`config.mk`:
```
export PLATFORM = sky130hd
export DESIGN_NAME = servo_loop_sequencer
export DESIGN_NICKNAME = d
export VERILOG_FILES = /design/src/rtl/servo_loop_sequencer_pkg.sv /design/src/rtl/servo_loop_sequencer_duty_saturator.sv /design/src/rtl/servo_loop_sequencer.sv
export SDC_FILE = /design/constraint.sdc
export NUM_CORES = 1
export LEC_CHECK = 0
export BUFFER_PORTS_ARGS = -buffer_cell sky130_fd_sc_hd__buf_2
export CAP_MARGIN = 25
export CORE_MARGIN = 4
export CORE_UTILIZATION = 38
export DETAILED_ROUTE_END_ITERATION = 16
export PLACE_DENSITY_LB_ADDON = 0.15
export SETUP_SLACK_MARGIN = 0.15
export SYNTH_ARGS = -nofsm -noshare
export SYNTH_HDL_FRONTEND = slang
export SYNTH_HIERARCHICAL = 1
export SYNTH_SLANG_ARGS = --single-unit
```
`constraint.sdc`:
```
create_clock -name clk -period 5.7 [get_ports clk]
set_clock_uncertainty 0.1 [all_clocks]
set_input_delay 0.285 -clock clk [delete_from_list [all_inputs] [get_ports clk]]
set_output_delay 0.285 -clock clk [all_outputs]
set_load 0.005 [all_outputs]
```
`src/rtl/servo_loop_sequencer_pkg.sv`:
```
// Shared types and defaults for the servo loop sequencer and its duty path.
package servo_loop_sequencer_pkg;

  localparam int unsigned DATA_W_DEF = 16;
  localparam int unsigned DUTY_W_DEF = 8;

  typedef enum logic [2:0] {
    ST_IDLE,
    ST_WAIT_TICK,
    ST_ADC_REQ,
    ST_ADC_WAIT,
    ST_CALC,
    ST_CLAMP,
    ST_WAIT_PWM,
    ST_FAULT
  } state_t;

  // States in which a sample tick is legitimately consumed or ignored
  // (anywhere else a tick means the previous sample is still in flight).
  function automatic logic tick_slot(input state_t s);
    return (s == ST_IDLE) || (s == ST_WAIT_TICK) || (s == ST_FAULT);
  endfunction

endpackage

```
`src/rtl/servo_loop_sequencer_duty_saturator.sv`:
```
// Combinational clamp of a signed controller output onto an unsigned duty range.
module duty_saturator
  import servo_loop_sequencer_pkg::*;
#(
  parameter int unsigned DATA_W = DATA_W_DEF,
  parameter int unsigned DUTY_W = DUTY_W_DEF
) (
  input  logic [DATA_W-1:0] yk,
  output logic [DUTY_W-1:0] duty
);

  // Negative -> 0, above full scale -> all ones, otherwise pass low bits.
  always_comb begin
    duty = yk[DUTY_W-1:0];
    if (yk[DATA_W-1]) begin
      duty = '0;
    end else if (|yk[DATA_W-2:DUTY_W]) begin
      duty = '1;
    end
  end

endmodule

```
`src/rtl/servo_loop_sequencer.sv`:
```
// One servo sample per tick: ADC request/wait, IPD compute window, duty clamp,
// and duty commit at the PWM period boundary, with ADC timeout fault and
// sample-overrun counting.
module servo_loop_sequencer
  import servo_loop_sequencer_pkg::*;
#(
  parameter int unsigned       DATA_W      = DATA_W_DEF,
  parameter int unsigned       DUTY_W      = DUTY_W_DEF,
  parameter int unsigned       SAMPLE_DIV  = 50000,
  parameter int unsigned       ADC_TIMEOUT = 2000,
  parameter int unsigned       CALC_CYCLES = 4,
  parameter logic [DUTY_W-1:0] SAFE_DUTY   = '0
) (
  input  logic              clk,
  input  logic              rst,
  input  logic              enable,
  output logic              adc_start,
  input  logic              adc_done,
  input  logic [DATA_W-1:0] adc_data,
  output logic [DATA_W-1:0] pot_latched,
  output logic              ctrl_en,
  input  logic [DATA_W-1:0] ctrl_yk,
  input  logic              pwm_period_end,
  output logic [DUTY_W-1:0] duty_out,
  output logic              duty_update,
  output logic              busy,
  output logic              fault,
  output logic [7:0]        overrun_cnt
);

  localparam int unsigned DIV_W  = (SAMPLE_DIV > 1) ? $clog2(SAMPLE_DIV) : 1;
  localparam int unsigned TMO_W  = $clog2(ADC_TIMEOUT + 1);
  localparam int unsigned CALC_W = $clog2(CALC_CYCLES + 1);

  localparam logic [DIV_W-1:0]  DIV_LAST  = DIV_W'(SAMPLE_DIV - 1);
  localparam logic [TMO_W-1:0]  TMO_LAST  = TMO_W'(ADC_TIMEOUT - 1);
  localparam logic [CALC_W-1:0] CALC_LAST = CALC_W'(CALC_CYCLES - 1);

  state_t              state_q, state_d;
  logic [DIV_W-1:0]    div_q, div_d;
  logic [TMO_W-1:0]    tmo_q, tmo_d;
  logic [CALC_W-1:0]   calc_q, calc_d;
  logic [DATA_W-1:0]   pot_q, pot_d;
  logic [DATA_W-1:0]   yk_q, yk_d;
  logic [DUTY_W-1:0]   pending_q, pending_d;
  logic [DUTY_W-1:0]   duty_q, duty_d;
  logic                dupd_q, dupd_d;
  logic [7:0]          ovr_q, ovr_d;
  logic                tick;
  logic [DUTY_W-1:0]   sat_duty;

  duty_saturator #(
    .DATA_W (DATA_W),
    .DUTY_W (DUTY_W)
  ) u_sat (
    .yk   (yk_q),
    .duty (sat_duty)
  );

  // Sample tick divider: runs only while enabled, pulses on the last count.
  always_comb begin
    div_d = '0;
    tick  = 1'b0;
    if (enable) begin
      if (div_q == DIV_LAST) begin
        tick = 1'b1;
      end else begin
        div_d = div_q + 1'b1;
      end
    end
  end

  // FSM state register.
  always_ff @(posedge clk or negedge rst) begin
    if (!rst) begin
      state_q <= ST_IDLE;
    end else begin
      state_q <= state_d;
    end
  end

  // FSM next state; dropping enable aborts from anywhere.
  always_comb begin
    state_d = state_q;
    if (!enable) begin
      state_d = ST_IDLE;
    end else begin
      case (state_q)
        ST_IDLE:      state_d = ST_WAIT_TICK;
        ST_WAIT_TICK: if (tick) state_d = ST_ADC_REQ;
        ST_ADC_REQ:   state_d = ST_ADC_WAIT;
        ST_ADC_WAIT: begin
          if (adc_done) begin
            state_d = ST_CALC;
          end else if (tmo_q == TMO_LAST) begin
            state_d = ST_FAULT;
          end
        end
        ST_CALC:      if (calc_q == CALC_LAST) state_d = ST_CLAMP;
        ST_CLAMP:     state_d = ST_WAIT_PWM;
        ST_WAIT_PWM:  if (pwm_period_end) state_d = ST_WAIT_TICK;
        ST_FAULT:     state_d = ST_FAULT;
        default:      state_d = ST_IDLE;
      endcase
    end
  end

  // Datapath next values: counters, captures, duty commit, overrun count.
  always_comb begin
    tmo_d     = (state_q == ST_ADC_WAIT) ? tmo_q + 1'b1 : '0;
    calc_d    = (state_q == ST_CALC) ? calc_q + 1'b1 : '0;
    pot_d     = pot_q;
    yk_d      = yk_q;
    pending_d = pending_q;
    duty_d    = duty_q;
    dupd_d    = 1'b0;
    ovr_d     = ovr_q;

    if (enable && state_q == ST_ADC_WAIT && adc_done) begin
      pot_d = adc_data;
    end
    if (state_q == ST_CALC && calc_q == CALC_LAST) begin
      yk_d = ctrl_yk;
    end
    if (state_q == ST_CLAMP) begin
      pending_d = sat_duty;
    end

    // Safe duty is forced only on the edge that enters FAULT.
    if (enable && state_q == ST_WAIT_PWM && pwm_period_end) begin
      duty_d = pending_q;
      dupd_d = 1'b1;
    end else if (state_q != ST_FAULT && state_d == ST_FAULT) begin
      duty_d = SAFE_DUTY;
      dupd_d = 1'b1;
    end

    if (tick && !tick_slot(state_q) && ovr_q != '1) begin
      ovr_d = ovr_q + 1'b1;
    end
  end

  // Datapath and divider registers.
  always_ff @(posedge clk or negedge rst) begin
    if (!rst) begin
      div_q     <= '0;
      tmo_q     <= '0;
      calc_q    <= '0;
      pot_q     <= '0;
      yk_q      <= '0;
      pending_q <= '0;
      duty_q    <= '0;
      dupd_q    <= 1'b0;
      ovr_q     <= '0;
    end else begin
      div_q     <= div_d;
      tmo_q     <= tmo_d;
      calc_q    <= calc_d;
      pot_q     <= pot_d;
      yk_q      <= yk_d;
      pending_q <= pending_d;
      duty_q    <= duty_d;
      dupd_q    <= dupd_d;
      ovr_q     <= ovr_d;
    end
  end

  // FSM outputs; strobes are suppressed in a cycle where enable has dropped.
  always_comb begin
    adc_start   = enable && (state_q == ST_ADC_REQ);
    ctrl_en     = enable && (state_q == ST_CALC) && (calc_q == '0);
    busy        = !tick_slot(state_q);
    fault       = (state_q == ST_FAULT);
    pot_latched = pot_q;
    duty_out    = duty_q;
    duty_update = dupd_q;
    overrun_cnt = ovr_q;
  end

endmodule
```
=== After elaboration in Yosys (flattened, before gate mapping) ===
Index checks and enable logic that the tools add are counted.

* Flip-flop bits (word level): 90
* Bits of input ports: 37

* Add/subtract/negate cells: 4
* Equal/unequal tests: 13
* Muxes and demuxes: 19
* Reduce and logical (&&, ||, !) cells: 18

{| class="wikitable"
|+ Operator list
! kind !! number
|-
| 2-to-1 mux 16 bit || 2
|-
| 2-to-1 mux 8 bit || 4
|-
| case mux 3 bit (8 select lines) || 1
|-
| 2-to-1 mux 3 bit || 7
|-
| adder 16 x 1 -> 16 bit, second input constant || 1
|-
| == test 16 bit, second input constant || 1
|-
| == test 3 bit, second input constant || 5
|-
| adder 11 x 1 -> 11 bit, second input constant || 1
|-
| == test 11 bit, second input constant || 1
|-
| logical AND 1 bit || 11
|-
| 2-to-1 mux 11 bit || 1
|-
| == test 3 x 2 -> 1 bit, second input constant || 3
|-
| adder 8 x 1 -> 8 bit, second input constant || 1
|-
| != test 8 bit, second input constant || 1
|-
| OR reduction 7 bit || 1
|-
| logical NOT 3 bit || 2
|-
| 2-to-1 mux 1 bit || 4
|-
| adder 3 x 1 -> 3 bit, second input constant || 1
|-
| == test 3 x 1 -> 1 bit, second input constant || 1
|-
| != test 3 bit, second input constant || 1
|-
| logical OR 1 bit || 2
|-
| nonzero test 2 bit || 1
|-
| logical NOT 1 bit || 1
|}

=== Longest topological paths before layout ===
Gate-level depths: netlist of run 1.

* Depth in word-level cells: 10
* Gate-level depth with buffers: 8

=== Modules after synthesis ===
Netlist of run 1, hierarchy kept.

{| class="wikitable"
|+ By module, submodules not included
! module !! times used !! cells each !! area an instance (um^2) !! seq. area each (um^2)
|-
| servo_loop_sequencer || 1 || 321 || 3935.0 || 2252.2
|-
| duty_saturator || 1 || 20 || 113.9 || 0.0
|}

=== Worst setup path before layout of run 1 ===
OpenSTA, ideal clock, no wires.

* Path kind: reg2reg
* Start: reg div_q[0]
* End: reg ovr_q[1], in the netlist overrun_cnt[1]
* Setup time: 0.125 ns
* Data arrival time: 1.613 ns
* Required time: 5.475 ns
* Setup slack: 3.862 ns
* Cell stages (with the launch flop): 6
* Path through: dfrtp_1 -> ha_1 -> and3_1 -> nand4_4 -> nor3_2 -> mux2_2

* Word-level cells in the longest chain between the ends: 5

{| class="wikitable"
|+ Ends and longest elaborated chain
! element !! line !! text
|-
| start: declaration || servo_loop_sequencer.sv:40 || <nowiki>logic [DIV_W-1:0] div_q, div_d;</nowiki>
|-
| start signal: assignment || servo_loop_sequencer.sv:156 || <nowiki>div_q <= div_d;</nowiki>
|-
| == test 16 bit || servo_loop_sequencer.sv:65 || <nowiki>if (div_q == DIV_LAST) begin</nowiki>
|-
| 2-to-1 mux 1 bit || servo_loop_sequencer.sv:65 ||
|-
| 2-to-1 mux 1 bit || servo_loop_sequencer.sv:64 || <nowiki>if (enable) begin</nowiki>
|-
| logical AND 1 bit (2 in a row) || servo_loop_sequencer.sv:138 || <nowiki>if (tick && !tick_slot(state_q) && ovr_q != '1) begin</nowiki>
|-
| end signal: assignment || servo_loop_sequencer.sv:164 || <nowiki>ovr_q <= ovr_d;</nowiki>
|-
| end: declaration || servo_loop_sequencer.sv:48 || <nowiki>logic [7:0] ovr_q, ovr_d;</nowiki>
|}

Every way passes these cells.
A chain may end at the register's enable or synchronous reset.

=== Worst setup path after layout of run 1 ===
* Start: reg state_q[2]
* End: reg pot_q[13], in the netlist pot_latched[13]

* Word-level cells in the longest chain between the ends: 3

{| class="wikitable"
|+ Ends and longest elaborated chain
! element !! line !! text
|-
| start: declaration || servo_loop_sequencer.sv:39 || <nowiki>state_t state_q, state_d;</nowiki>
|-
| start signal: assignment || servo_loop_sequencer.sv:78 || <nowiki>state_q <= state_d;</nowiki>
|-
| == test 3 x 2 -> 1 bit || servo_loop_sequencer.sv:119 || <nowiki>if (enable && state_q == ST_ADC_WAIT && adc_done) begin</nowiki>
|-
| logical AND 1 bit (2 in a row) || servo_loop_sequencer.sv:119 ||
|-
| end signal: assignment || servo_loop_sequencer.sv:159 || <nowiki>pot_q <= pot_d;</nowiki>
|-
| end: declaration || servo_loop_sequencer.sv:43 || <nowiki>logic [DATA_W-1:0] pot_q, pot_d;</nowiki>
|}

Every way passes these cells.

==> qor.yml, run 1 <==
setup_tns_ns: 0
initial_core_util_pct: 39.0
grt_util_met1_pct: 17.5
r2r-start: "state_q[2]$_DFF_PN0_"
dpl.hpwl_mm: 5.63
synth_edf_count: 0
die_x_um: 111
fin_area_um2: 4730
rsz0062_at_grt: "no"
power.density_nw_per_um2: 302
cts_num_sinks: 90
numCtsBuffers: 9
whs_ns: 0.0456
drive_gt1_share_pct: 34.4
io_buffers: 73
via_per_inst: 4.91
synth_nets: 384
drcViolationCount: 0
yosysSeqAreaShare_pct: 55.6
cts.path.max_buffers: 2
placed_cell_area_um2: 4530
cp-startpoint: "state_q[2]$_DFF_PN0_"
grt_use_met3_pct: 2.84
end_kind: "register"
status: "completed"
worstPathRequired_ns: 5.85
clock.fmax_ghz: 0.408
drv_cap: 0
clk_pin_slew_ns: 0.09
maxSlewHeadroom_pct: 44.5
avgSynthCellArea_um2: 11.9
ys_top_cells_by_area: "dfrtp_1 56%, mux2_2 11%, nor2_1 4.1%"
p_leak_nw: 2.41
cts_root_buffer: "clkbuf_8"
grt_pass1_wl_mm: 13.6
syn_area_um2: 4050
nNetsFinal: 457
row_count: 37
die_area_um2: 12400
cts.repair.resized: 0
synthFlopType: "dfrtp_1"
grt.busiest_layer: "met2"
criticalPathCategory: "reg -> reg"
slew_viol_final: 0
antenna_found_initial: 0
peakVddDrop_uv: 123
use_met2_pct: 21.1
core_area_um2: 10400
synth_seq_cells: 90
layout_common_cells: "90 x dfrtp_1, 72 x buf_2, 44 x nor2_1"
synth.distinct_cells: 43
fin_crit_ns: 2.45
crit_fanout: 16
clk_latency_ns: 0.36
drt_pass1_iterations: 4
gr-total-overflow: 0
n_antenna_cell: 0
h-tree-depth: 3
hold_start: "ctrl_yk[14]"
avgRoutedWirePerCell_um: 14.1
hold_viol_final: 0
grt_usage_pct: 13.5
synth_cells: 341
gp_congestion: 0.793
setup_viol: 0
fill_cells: 1014
async_reset_ff_share_pct: 100
wirelength_mm: 7.80
yosysWarnings: 6
pin_count: 74
area_growth_pct: 16.9
synth_top_area_cell: "dfrtp_1"
synth_top_area_share_pct: 55.6
vias: 2720
crit_arrival_ns: 2.60
worst_slew_pin_slew_ns: 0.832
seqCellArea_um2: 2250
multi_input_area_um2: 1700
final_common_cell: "dfrtp_1"
drt_iter0_markers: 95
grt_max_degree: 69
ant_nets: 0
fin_crit_sh_pct: 43.0
cts_tree: "built"
die_y_um: 111
start_kind: "register"
min_path_type: "in -> reg"
grt_pass1_vias: 2816
==> power breakdown <==
part | switching, mW | internal, mW | leakage (nW)
Combinational | 0.109 | 0.122 | 1.07
Sequential | 0.0547 | 0.706 | 1.24
Clock | 0.224 | 0.213 | 0.0994
==> synthesized netlist by cell type (5+ instances only) <==
| library cell | count |
|---|---|
| dfrtp_1 | 90 |
| nor2_1 | 44 |
| mux2_2 | 41 |
| xnor2_1 | 17 |
| nand2_1 | 14 |
| nand3_1 | 14 |
| and3_1 | 11 |
| xor2_1 | 11 |
| nor2_2 | 9 |
| a31oi_1 | 8 |
| inv_1 | 8 |
| mux2i_1 | 8 |
| nand4_1 | 8 |
| ha_1 | 6 |
| o21ai_0 | 5 |
==> state kept, by name (all words and copies together), names as in the netlist <==
register / count
yk_q: 16
calc_q: 3
pot_latched: 16
duty_out: 8
overrun_cnt: 8
div_q: 16
duty_update: 1
tmo_q: 11
pending_q: 8
state_q: 3
==> cell families (layout without fill, tap and decap cells) <==
family / count (synthesis) / in the layout / synth area share, %
AO/OA/AOI/OAI: 22 / 22 / 3.43
XOR/XNOR: 28 / 28 / 6.06
adder cells (fa/ha/maj): 6 / 6 / 1.85
buffers and inverters: 21 / 98 / 2.38
flip-flops: 90 / 90 / 55.6
multiplexers: 49 / 49 / 13.4
AND/OR/NAND/NOR: 125 / 125 / 17.3
==> repair_timing <==
item	4_1_cts	5_1_grt
hold buffers	1	0
endpoints found under the hold margin	22	0
setup endpoints to repair	0	0
setup buffers	0	0
==> final cells by class <==
type,instances,area share (%)
flip-flops and latches,90,47.6
multi-input cells,230,35.9
repair buffers,75,8.14
well taps,136,3.60
clock buffers,11,2.99
clock inverters,4,1.11
inverters,8,0.635
==> critical path, cell delays in order, from the launching register on <==
cell      delay [ns]
dfrtp_1         0.53
nand3b_1        0.54
nor2_2          0.75
mux2_2          0.41
==> worst paths after layout <==
kind | to | slack [ns] | depth (start not counted)
worst max-delay path | pot_latched[13]$_DFFE_PN0P_ | 3.25 | 3
worst min-delay path | yk_q[14]$_DFFE_PN0P_ | 0.05 | 2
worst max register to register | pot_latched[13]$_DFFE_PN0P_ | 3.25 | 3
worst min register to register | div_q[0]$_DFF_PN0_ | 0.35 | 1
max in group asynchronous | yk_q[6]$_DFFE_PN0P_ | 4.13 | 3
min in group asynchronous | div_q[8]$_DFF_PN0_ | 0.26 | 2
==> per-layer routing <==
metal,vias to the layer above,routed length [um]
met5,-,0
met4,0,127
met3,9,314
met2,46,3620
met1,1337,3740
li1,1328,-
==> per-stage QoR <==
step / utilization, % / power, mW / std cells / setup WS, ns
2_1_floorplan: - / 0.904 / 341 / 3.86
4_1_cts: 45.6 / 1.45 / 554 / 3.24
5_1_grt: 45.6 / 1.52 / 554 / 3.06
6_report: 45.6 / 1.43 / 554 / 3.25
3_3_place_gp: 43.7 / 1.00 / 538 / 3.29
3_5_place_dp: 43.7 / 1.01 / 538 / 3.24
Power figures use the tool's default switching activity.
==> run 2, diff against run 1 <==
==> constraint.sdc (replaced) <==
create_clock -name clk -period 2 [get_ports clk]
set_clock_uncertainty 0.1 [all_clocks]
set_input_delay 0.1 -clock clk [delete_from_list [all_inputs] [get_ports clk]]
set_output_delay 0.1 -clock clk [all_outputs]
set_load 0.005 [all_outputs]
==> run 2 against run 1 <==
Effect of this change:
- maximum frequency rose by 33%
- combinational power rose to 3.7 times the previous value
- total power rose to 3.0 times the previous value
- count of clock-buffer cells in the layout fell by 1
- core utilization rose by 6.3 points
- largest power group unchanged
==> qor.yml, run 2 (synthesis results as in run 1) <==
worst_slew_pin_slew_ns: 0.716  # -0.116 ns
dpl.hpwl_mm: 5.51  # -2.0%
fin_cells: 606  # +9.4%
initial_core_util_pct: 39.0  # unchanged
drive_gt1_share_pct: 38.3  # +3.8 points
ant_nets: 0  # unchanged
gr-total-overflow: 0  # unchanged
grt.busiest_layer: "met2"
die_area_um2: 12400  # unchanged
path_buf_inv: 1  # +1
grt_max_degree: 55  # -20%
whs_path_depth: 4  # +2
clk_pin_slew_ns: 0.09  # about the same
antenna_found_initial: 0  # unchanged
criticalPathCategory: "reg -> reg"
layout_common_cells: "86 x dfrtp_1, 72 x buf_2, 43 x nor2_1"
post-place-ws_ns: 0.0871  # -3.15 ns
gp_congestion: 0.756  # -4.7%
finalWorstSetupSlack_ns: 0.153  # -3.10 ns
h-tree-depth: 3  # unchanged
power.density_nw_per_um2: 800  # +160%
nNetsFinal: 508  # +11%
cts_num_sinks: 90  # unchanged
hold_start: "adc_done"
grt_pass1_wl_mm: 14.1  # +3.5%
worstPathRequired_ns: 2.16  # -3.69 ns
setup_tns_ns: 0  # unchanged
crit_arrival_ns: 2.00  # -0.60 ns
wirelength_mm: 8.16  # +4.5%
whs_ns: 0.147  # +0.101 ns
fin_crit_ns: 1.85  # -0.604 ns
end_kind: "register"
hold_viol_final: 0  # unchanged
die_y_um: 111  # unchanged
vias: 2886  # +6.1%
cp_cell_sequence: "ha_2 > and3_4 > nand3_4 > o31ai_4 > and4_4 > buf_12 > nor2_2"
maxSlewHeadroom_pct: 52.3  # +7.8 points
cts_root_buffer: "clkbuf_8"
fill_cells: 953  # -6.0%
min_path_type: "in -> reg"
clk_latency_ns: 0.36  # about the same
r2r_cells: 7  # +4
reg2reg_to: "duty_out[1]$_DFFE_PN0P_"
start_kind: "register"
core_area_um2: 10400  # unchanged
drcViolationCount: 0  # unchanged
power_mw: 4.30  # +200%
die_x_um: 111  # unchanged
placed_cell_area_um2: 4660  # +2.9%
ff2ff_setup_slack_ns: 0.15  # -3.10 ns
final_common_cell: "dfrtp_1"
dp.cells: 549  # +2.0%
grt_util_met1_pct: 18.5  # +1.0 points
fin_area_um2: 5380  # +14%
pin_count: 74  # unchanged
use_met2_pct: 21.2  # +0.12 points
drv_cap: 0  # unchanged
fin_util_pct: 51.9  # +6.3 points
grt_use_met3_pct: 3.71  # +0.87 points
numCtsBuffers: 9  # unchanged
area_growth_pct: 32.9
p_leak_nw: 2.64  # +9.7%
drt_iter0_markers: 146  # +54%
hold_end: "state_q[1]$_DFF_PN0_"
rsz0062_at_grt: "yes"
drt_pass1_iterations: 4  # unchanged
io_buffers: 73  # unchanged
slew_viol_final: 0  # unchanged
cts_tree: "built"
status: "completed"
row_count: 37  # unchanged
peakVddDrop_uv: 345  # +180%
grt_usage_pct: 13.7  # +0.23 points
r2r-start: "tmo_q[0]$_DFF_PN0_"
clock.fmax_ghz: 0.541  # +33%
avgRoutedWirePerCell_um: 13.5  # -4.4%
cts.path.max_buffers: 2  # unchanged
grt_pass1_vias: 2879  # +2.2%
setup_viol: 0  # unchanged
crit_path_top_delay_cell: "dfrtp_1"
via_per_inst: 4.76  # -3.0%
cpPeakStageDelay_ns: 0.42  # -0.33 ns
n_antenna_cell: 0  # unchanged
critical_path.top_delay_family: "simple AND/OR/NAND/NOR gates"
crit_fanout: 8  # -8
fin_crit_sh_pct: 92.3  # +49 points
## run 2: changes by cell type in the layout (fill, tap and decap cells not counted), moves of 4 or more
cell	change
buf_12	+4
buf_4	+14
dfrtp_1	-4
dfrtp_2	+4
dlygate4sd3_1	+33
nor2_2	-5
nor2_4	+6
## run 2: worst max-delay path by stage
stage                              from                    endpoint  slack (ns)  cells past startpoint
finish               tmo_q[0]$_DFF_PN0_     duty_out[1]$_DFFE_PN0P_        0.15                      7
global route         tmo_q[0]$_DFF_PN0_     duty_out[1]$_DFFE_PN0P_        0.05                      7
CTS                 div_q[10]$_DFF_PN0_     duty_out[2]$_DFFE_PN0P_        0.16                      6
detailed placement   div_q[0]$_DFF_PN0_     duty_out[2]$_DFFE_PN0P_        0.09                      7
global placement     div_q[0]$_DFF_PN0_  overrun_cnt[1]$_DFFE_PN0P_        0.14                      6
floorplan            div_q[0]$_DFF_PN0_  overrun_cnt[1]$_DFFE_PN0P_        0.16                      5
## run 2: worst min-delay path, delay by kind of cell
kind / cells / cell delay [ns]
compound gates: 2 / 0.29
simple gates: 1 / 0.06
buf+inv: 1 / 0.11
## run 2: where the power goes
| part | switching (mW) | leakage (nW) | internal, mW |
|---|---|---|---|
| Clock | 0.682 | 0.0990 | 0.596 |
| Combinational | 0.361 | 1.31 | 0.490 |
| Sequential | 0.156 | 1.23 | 2.02 |
| Total | 1.20 | 2.64 | 3.10 |
## run 2: layout make-up
class	instances	area [um2]	area share (%)
timing repair buffer	126	901	16.7
sequential	90	2260	41.9
tap	136	170	3.16
clock inverter	6	75.1	1.39
clock buffer	10	128	2.37
multi-input combinational	230	1820	33.8
inverter	8	30.0	0.558
## run 2: per-layer routing
metal,vias to the layer above,part of all wire [%]
met1,1397,47
met4,0,1.5
li1,1435,-
met5,-,0
met3,11,3.8
met2,43,48
## run 2: repair_timing
action                                  4_1_cts  5_1_grt
hold buffers                                 34        0
buffers inserted                              3        4
endpoints found under the setup margin       12       30
gates resized for setup                       8       21
pin swaps                                     5       13
hold endpoints to repair                     87        0
==> run 3, diff against run 2 <==
--- a/config.mk
+++ b/config.mk
@@ -7,8 +7,9 @@
 export LEC_CHECK = 0
 export BUFFER_PORTS_ARGS = -buffer_cell sky130_fd_sc_hd__buf_2
 export CAP_MARGIN = 25
+export CORE_ASPECT_RATIO = 0.6
 export CORE_MARGIN = 4
-export CORE_UTILIZATION = 38
+export CORE_UTILIZATION = 50
 export DETAILED_ROUTE_END_ITERATION = 16
 export PLACE_DENSITY_LB_ADDON = 0.15
 export SETUP_SLACK_MARGIN = 0.15
==> run 3 against run 2 <==
Effect of this change:
- clock power grew 50%
- final area grew 0.93%
- critical path depth is the same
- core utilization grew 17 points
- combinational power shrank 2%
- critical endpoint is now duty_out[6]$_DFFE_PN0P_
==> qor.yml, run 3 (synthesis results as in run 1) <==
setup_tns_ns: 0  # unchanged
h-tree-depth: 3  # unchanged
die_x_um: 124  # +12%
clock.fmax_ghz: 0.538  # -0.64%
start_kind: "register"
via_per_inst: 5.13  # +7.7%
end_kind: "register"
clk_pin_slew_ns: 0.06  # -0.03 ns
numCtsBuffers: 9  # unchanged
power.density_nw_per_um2: 910  # +14%
rsz0062_at_grt: "yes"
avgRoutedWirePerCell_um: 15.2  # +13%
initial_core_util_pct: 51.4  # +12 points
crit_path_top_delay_cell: "dfrtp_1"
cp-startpoint: "tmo_q[0]$_DFF_PN0_"
maxSlewHeadroom_pct: 62.5  # +10 points
gr-total-overflow: 0  # unchanged
cts_tree: "built"
dpl.hpwl_mm: 5.85  # +6.0%
grt_max_degree: 37  # -33%
worstPathRequired_ns: 2.12  # -0.04 ns
wirelength_mm: 8.78  # +7.6%
io_buffers: 73  # unchanged
fin_cells: 576  # -5.0%
layout_common_cells: "84 x dfrtp_1, 72 x buf_2, 43 x nor2_1"
cpPeakStageDelay_ns: 0.41  # about the same
drt_iter0_markers: 146  # unchanged
drv_cap: 0  # unchanged
fill_cells: 583  # -39%
fin_crit_sh_pct: 92.9  # +0.59 points
status: "completed"
ant_nets: 0  # unchanged
die_y_um: 77.7  # -30%
final_common_cell: "dfrtp_1"
crit_fanout: 8  # unchanged
p_leak_nw: 2.70  # +2.1%
n_antenna_cell: 0  # unchanged
gp_congestion: 0.766  # +1.4%
cts_root_buffer: "clkbuf_16"
r2r-start: "tmo_q[0]$_DFF_PN0_"
pin_count: 74  # unchanged
dp.cells: 521  # -5.1%
drcViolationCount: 0  # unchanged
worst_slew_pin_slew_ns: 0.561  # -0.155 ns
clk_latency_ns: 0.34  # -0.02 ns
cts_num_sinks: 90  # unchanged
vias: 2955  # +2.4%
min_path_type: "in -> async"
grt_pass1_wl_mm: 14.7  # +4.4%
core_area_um2: 7880  # -24%
cts.path.max_buffers: 2  # unchanged
row_count: 25  # -32%
crit_arrival_ns: 1.98  # -0.02 ns
antenna_found_initial: 0  # unchanged
peakVddDrop_uv: 704  # +100%
area_growth_pct: 34.2
die_area_um2: 9650  # -22%
nNetsFinal: 507  # -0.20%
setup_viol: 0  # unchanged
cp_cell_sequence: "ha_1 > and3_4 > nand3_1 > o31ai_2 > and4_4 > buf_12 > nor2_4"
drt_pass1_iterations: 4  # unchanged
hold_viol_final: 0  # unchanged
grt_pass1_vias: 2948  # +2.4%
slew_viol_final: 0  # unchanged
fin_crit_ns: 1.86  # +0.0119 ns
grt_usage_pct: 19.6  # +5.9 points
criticalPathCategory: "reg -> reg"
drive_gt1_share_pct: 37.2  # -1.1 points
-- run 3: cell count changes in the layout (fill, tap and decap cells not counted), moves of 2 or more --
cell / previous run / this run
buf_4: 16 / 14
bufinv_16: 1 / 3
dfrtp_2: 4 / 6
nor3_2: 2 / 0
clkinv_4: 2 / 0
clkbuf_8: 9 / 1
dfrtp_1: 86 / 84
nand3_1: 12 / 14
clkbuf_16: 0 / 9
ha_1: 4 / 6
-- run 3: final cells by class --
class	instances	area (um2)	share of cell area (%)
multi-input combinational	230	1770	32.6
inverter	8	30.0	0.553
clock buffer	11	243	4.47
tap	108	135	2.49
timing repair buffer	125	897	16.5
clock inverter	4	98.8	1.82
sequential	90	2260	41.6
-- run 3: power breakdown --
| part | leakage [nW] | internal (mW) | switching [mW] | total (mW) |
|---|---|---|---|---|
| combinational | 1.30 | 0.468 | 0.368 | 0.836 |
| clock | 0.166 | 1.25 | 0.667 | 1.92 |
| sequential | 1.23 | 2.02 | 0.167 | 2.19 |
-- run 3: repair_timing --
action / 4_1_cts / 5_1_grt
gates resized for setup: 10 / 13
hold buffers: 34 / 0
buffers inserted: 2 / 4
setup endpoints to repair: 11 / 30
hold endpoints to repair: 123 / 0
pin swaps: 5 / 14
-- run 3: final timing paths --
check                                          endpoint  slack (ns)  depth (start not counted)
worst max-delay path            duty_out[6]$_DFFE_PN0P_        0.14                          7
worst max register to register  duty_out[6]$_DFFE_PN0P_        0.14                          7
max in group asynchronous          state_q[1]$_DFF_PN0_        1.10                          3
worst min-delay path               yk_q[11]$_DFFE_PN0P_        0.11                          2
worst min register to register       div_q[0]$_DFF_PN0_        0.35                          1
min in group clk                  duty_update$_DFF_PN0_        0.19                          4
-- run 3: layer usage --
metal  routed length [um]  global-route usage [%]  part of all wire (%)
met1                 4120                    28.1                    47
met5                    0                       0                     0
met2                 4120                    29.2                    47
met4                   41                    3.93                  0.47
met3                  490                    6.77                   5.6
-- run 3: stage by stage --
| stage | power (mW) | hold WS [ns] | utilization [%] | worst slack (ns) | cell area [um2] |
|---|---|---|---|---|---|
| 6_report | 4.95 | 0.115 | 68.9 | 0.141 | 5430 |
| 3_3_place_gp | 2.90 | -0.0667 | 58.7 | 0.125 | 4630 |
| 4_1_cts | 4.97 | 0.113 | 68.0 | 0.142 | 5360 |
| 3_5_place_dp | 2.93 | -0.0603 | 58.7 | 0.0940 | 4630 |
| 2_1_floorplan | 2.58 | -0.296 | - | 0.162 | 4050 |
| 5_1_grt | 5.20 | 0.142 | 68.9 | 0.0628 | 5430 |
-- run 3: worst max-delay path, delay by kind of cell, from the launching register on --
family	cells	cell delay, ns
fa+ha+maj	1	0.22
buf+inv	1	0.15
compound gates	1	0.24
simple gates	4	0.62
flops	1	0.41
